$ cat config.mk
export PLATFORM = sky130hd
export DESIGN_NAME = uart_tx_stream_arbiter
export DESIGN_NICKNAME = d
export VERILOG_FILES = /design/src/rtl/uart_tx_stream_arbiter.sv
export SDC_FILE = /design/constraint.sdc
export NUM_CORES = 1
export LEC_CHECK = 0
export CAP_MARGIN = 20
export CORE_ASPECT_RATIO = 1.1
export CORE_MARGIN = 1
export CORE_UTILIZATION = 39
export DETAILED_ROUTE_END_ITERATION = 8
export PLACE_DENSITY = 0.82
export SLEW_MARGIN = 15
export SYNTH_ARGS = -nofsm -noshare
export SYNTH_HDL_FRONTEND = slang
export SYNTH_SLANG_ARGS = --single-unit
$ cat constraint.sdc
create_clock -name clk -period 4.22 [get_ports clk]
set_input_delay 0.844 -clock clk [delete_from_list [all_inputs] [get_ports clk]]
set_output_delay 0.844 -clock clk [all_outputs]
set_load 0.005 [all_outputs]
$ cat src/rtl/uart_tx_stream_arbiter.sv
// Round-robin arbiter that shares one UART TX stream between two byte requesters.
// A grant is held for a whole packet (or until the burst limit), then an optional idle gap follows.
module uart_tx_stream_arbiter #(
  parameter int DATA_W     = 8,
  parameter int MAX_BURST  = 16,
  parameter int GAP_CYCLES = 2
) (
  input  logic              clk,
  input  logic              reset,
  input  logic              s0_valid,
  output logic              s0_ready,
  input  logic [DATA_W-1:0] s0_payload,
  input  logic              s0_last,
  input  logic              s1_valid,
  output logic              s1_ready,
  input  logic [DATA_W-1:0] s1_payload,
  input  logic              s1_last,
  output logic              tx_valid,
  input  logic              tx_ready,
  output logic [DATA_W-1:0] tx_payload,
  output logic [1:0]        grant,
  output logic              busy
);

  localparam int BCW = (MAX_BURST > 1) ? $clog2(MAX_BURST) : 1;
  localparam int GCW = (GAP_CYCLES > 1) ? $clog2(GAP_CYCLES) : 1;
  localparam logic [BCW-1:0] BURST_END = BCW'(MAX_BURST - 1);
  localparam logic [GCW-1:0] GAP_LOAD  = GCW'((GAP_CYCLES > 0) ? GAP_CYCLES - 1 : 0);

  typedef enum logic [1:0] {
    IDLE = 2'd0,
    BUSY = 2'd1,
    GAP  = 2'd2
  } state_e;

  state_e             state_q;
  logic [1:0]         grant_q;
  logic [BCW-1:0]     burst_cnt_q;
  logic [GCW-1:0]     gap_cnt_q;
  logic               last_winner_q;

  logic               sel_valid;
  logic               sel_last;
  logic [DATA_W-1:0]  sel_payload;
  logic               in_busy;
  logic               xfer;
  logic               release_d;
  logic               winner_d;

  always_comb begin
    sel_valid   = grant_q[1] ? s1_valid   : s0_valid;
    sel_last    = grant_q[1] ? s1_last    : s0_last;
    sel_payload = grant_q[1] ? s1_payload : s0_payload;
  end

  // Gating with reset keeps a byte offered during the reset cycle from being accepted.
  assign in_busy    = (state_q == BUSY) && !reset;
  assign tx_valid   = in_busy && sel_valid;
  assign tx_payload = in_busy ? sel_payload : '0;
  assign s0_ready   = in_busy && grant_q[0] && tx_ready;
  assign s1_ready   = in_busy && grant_q[1] && tx_ready;

  assign xfer      = tx_valid && tx_ready;
  assign release_d = xfer && (sel_last || (burst_cnt_q == BURST_END));
  // On a tie the source that did not win last time goes first.
  assign winner_d  = (s0_valid && s1_valid) ? ~last_winner_q : s1_valid;

  assign grant = grant_q;
  assign busy  = (state_q != IDLE);

  always_ff @(posedge clk) begin
    if (reset) begin
      state_q       <= IDLE;
      grant_q       <= 2'b00;
      burst_cnt_q   <= '0;
      gap_cnt_q     <= '0;
      last_winner_q <= 1'b1;
    end else begin
      unique case (state_q)
        IDLE: begin
          if (s0_valid || s1_valid) begin
            grant_q <= winner_d ? 2'b10 : 2'b01;
            state_q <= BUSY;
          end
        end
        BUSY: begin
          if (release_d) begin
            last_winner_q <= grant_q[1];
            burst_cnt_q   <= '0;
            grant_q       <= 2'b00;
            if (GAP_CYCLES == 0) begin
              state_q <= IDLE;
            end else begin
              state_q   <= GAP;
              gap_cnt_q <= GAP_LOAD;
            end
          end else if (xfer) begin
            burst_cnt_q <= burst_cnt_q + BCW'(1);
          end
        end
        GAP: begin
          if (gap_cnt_q == '0) begin
            state_q <= IDLE;
          end else begin
            gap_cnt_q <= gap_cnt_q - GCW'(1);
          end
        end
        default: state_q <= IDLE;
      endcase
    end
  end

endmodule

### After elaboration in Yosys (flattened, before gate mapping)

Index checks and enable logic that the tools add are counted.

* word-level logic and storage cells: 54
* output and inout port bits: 14
* register bits: 10

* equality and inequality tests: 6
* reductions and logical operators: 22
* bitwise operators: 1
* mux-type cells: 18
* add/sub/neg operators: 2

Operators by type and width (number)
* $mux 8: 2
* $mux 2: 6
* $logic_and 1x1->1: 9
* $mux 4: 2
* $reduce_bool 2->1: 4
* $ne 2x2->1 const B: 3
* $pmux 2 s3: 1
* $reduce_and 2->1: 3
* $reduce_and 3->1: 2
* $mux 1: 5
* $add 4x1->4 const B: 1
* $eq 4x4->1 const B: 1
* $pmux 2 s2: 1
* $eq 2x1->1 const B: 1
* $eq 2x2->1 const B: 1
* $logic_not 2->1: 1
* $logic_or 1x1->1: 2
* $pmux 1 s2: 1
* $logic_not 1->1: 1
* $not 1->1: 1
* $sub 1x1->1 const B: 1

### Logic depth before layout (Yosys ltp)

* word-level depth: 7
* gate-level depth with buffers: 5

### Least setup slack after synthesis

Ideal clock, no wire load.

* path type: in2out
* start point: input reset
* end point: output s0_ready
* buffers on the path: 1
* stages on the path: 3
* setup slack: 1.928 ns
* arrival: 1.448 ns
* data required time: 3.376 ns
* cells stage by stage: buf_6 > nor3b_4 > and3_2

* word-level cells in the longest chain between the ends: 4

RTL lines
* from (decl): line 9 `input logic reset,`
* $logic_not 1->1: line 57 `assign in_busy = (state_q == BUSY) && !reset;`
* $logic_and 1x1->1: line 57
* $logic_and 1x1->1 (2 in series): line 60 `assign s0_ready = in_busy && grant_q[0] && tx_ready;`
* to (decl): line 11 `output logic s0_ready,`

No other way between the ends.

### Final worst setup path

* start point: input reset
* end point: output tx_payload[0]

* word-level cells in the longest chain between the ends: 3

RTL lines
* $logic_not 1->1: line 57
* $logic_and 1x1->1: line 57
* $mux 8: line 59 `assign tx_payload = in_busy ? sel_payload : '0;`
* to (decl): line 20 `output logic [DATA_W-1:0] tx_payload,`

No other way between the ends.

==> metrics.txt <==
status=finished clean; Chip Height=44.6 um; first-pass iteration count of the detailed router=5; Worst-path clk slew=0.06 ns; Core ar.=1560 um^2; crit path time final=3.45 ns; Tcrit/Tclk final=0.818; largest net degree at the start of global routing=14; setup bufs post-CTS=0; CTS max path bufs=2; Mapped Cells=75; hpwl dp=1250 um; synth warn=0; nets=138; fill count=131; WL/cell=12.1 um; crit path buf inv count=3; largest family of logic cells by synthesized area=simple AND/OR/NAND/NOR gates; DRC Markers=0; crit path capture type=output pin; CP startpoint kind=input port; Root Buffer=clkbuf_4; Die W=40.7 um; share of cells above drive strength 1=0.115; Adder-Cell Fraction of Synth Area=0.0195; Area Growth Syn to Fin=62.8%; Crit Path Max Fanout=10; Placer Congestion=0.763; vias in the first global route=671; Yosys top cell by area=dfxtp_1; DRT Wirelength=1570 um; Req. time, crit path=3.38 ns; total track usage=0.188; Worst Skew=0.00177 ns; CTS Hold Bufs=0; Largest delay share family, worst path=buffers and inverters; largest cells by area after synthesis=dfxtp_1 31%, mux2i_1 12%, nor2_1 6.4%; Synth Area in XOR/XNOR=0; crit-path max cell delay=0.62 ns; Max IR drop VDD=0.000128 V; leak pwr=0.387 nW; DIE AREA=1810 um^2; fmax=290 MHz; RSZ-0062 raised after global routing=false; Resized cells post-CTS=0; most common cell after layout, fill and taps aside=clkdlybuf4s50_1; clk sink count=10; diode count=0; most frequent cells in the layout=36 x clkdlybuf4s50_1, 11 x nor2_1, 10 x dfxtp_1; setup violators final=0; Pwr Total=0.251 mW; drt via density=5.40; complex-gate fraction of the synthesized area=0.142; max-slew violation count=0; Congestion Overflow GR=0; via count=702; post-placement cell area=1010 um^2; critical path cell sequence=clkdlybuf4s50_1 -> inv_1 -> nand3_1 -> nor2_1 -> clkdlybuf4s50_1; IO Pins=37; port buffer count=36; total power per unit cell area=240 nW/um^2; setup tns final=0 ns; htree depth=1; Final Hold Vio Count=0; Post-Syn Nets=99; 1st-iter DRT viols=8; CTS tree=built; total CTS buffers=3; sequential share of the synthesized area=0.312; initial antenna violation count=0; Synth Area per Inst=8.56 um^2; most frequent cell on the critical path=clkdlybuf4s50_1; Post-Syn Area=642 um^2; Worst-Margin Slew=0.617 ns; post-synth top area share=0.312; Synth Area in Simple Gates=0.290; Detail Route Antenna Nets=0; first-pass GRT wire length=2390 um; final core utilization=0.671; Crit Path Category=input port to output pin; post-layout instance area=1040 um^2; Rows=15; Worst path slowest cell=clkdlybuf4s50_1; worst relative slew slack=0.588; Distinct cells, synth=27; Seq cells post-synth=10; Clock Latency Late Sink=0.27 ns; starting density of the core=0.412; Worst Hold Class=register to register; mux cell area share after synthesis=0.177; Arrival @ worst endpoint=2.61 ns; max-cap violation count=0
-- power breakdown --
part | internal (mW) | switching, mW
Combinational | 0.0409 | 0.0205
Sequential | 0.0974 | 0.00518
Clock | 0.0525 | 0.0345
Total | 0.191 | 0.0602
-- area by class of cell --
| type | count | area [um^2] | share of cell area |
|---|---|---|---|
| multi-input combinational | 57 | 404 | 0.387 |
| timing repair buffer | 36 | 360 | 0.345 |
| sequential | 10 | 200 | 0.192 |
| clock buffer | 4 | 36.3 | 0.0347 |
| inverter | 6 | 22.5 | 0.0216 |
| tap | 17 | 21.3 | 0.0204 |
-- worst paths after layout --
path / start / end / slack, ns / cells after the start
setup / recovery: reset / tx_payload[0] / 0.77 / 5
hold / removal: grant[0]$_SDFFE_PP0P_ / grant[0]$_SDFFE_PP0P_ / 0.47 / 2
setup reg to reg: grant[1]$_SDFFE_PP0P_ / grant[1]$_SDFFE_PP0P_ / 2.14 / 4
hold reg to reg: grant[0]$_SDFFE_PP0P_ / grant[0]$_SDFFE_PP0P_ / 0.47 / 2
-- registers in the layout, summed over array words and instances (netlist names) --
name and cells:
gap_cnt_q 1, burst_cnt_q 4, state_q 2, grant 2, last_winner_q 1
-- metal layers --
layer | up-vias | GRT usage | routed length [um]
met4 | 0 | 0.0600 | 13
met1 | 306 | 0.206 | 610
li1 | 348 | - | -
met5 | - | 0 | 0
met2 | 46 | 0.356 | 820
met3 | 2 | 0.0151 | 125
-- metrics by stage --
step	hold WS (ns)	setup slack [ns]	cells
after floorplan	0.452	1.93	75
after global placement	0.462	0.797	126
after detailed placement	0.463	0.768	126
after CTS	0.473	0.765	130
after global routing	0.505	0.662	130
final	0.469	0.768	130
-- worst register-to-register path, stage by stage (launching register included) --
cell and delay [ns]:
dfxtp_1 0.71, mux2_2 0.45, o2111ai_1 0.46, a2bb2oi_1 0.17
o21ai_0 0.21
-- cells by family after synthesis --
| logic type | Yosys count |
|---|---|
| adder cells (fa/ha/maj) | 1 |
| multiplexers | 11 |
| buffers and inverters | 8 |
| AND/OR/NAND/NOR | 31 |
| AO/OA/AOI/OAI | 14 |
| flip-flops | 10 |
-- cells in the mapped netlist, drive strengths merged --
cell / number
a2111o: 1
a21oi: 4
a2bb2oi: 1
a31oi: 1
and2: 1
and3: 5
buf: 2
dfxtp: 10
ha: 1
inv: 6
mux2: 3
mux2i: 8
nand2: 3
nand3: 4
nand3b: 1
nor2: 11
nor3: 1
nor3b: 1
o2111ai: 1
o211ai: 1
o21ai: 4
o32ai: 1
or2: 1
or4: 3
Power figures use the tool's default switching activity.
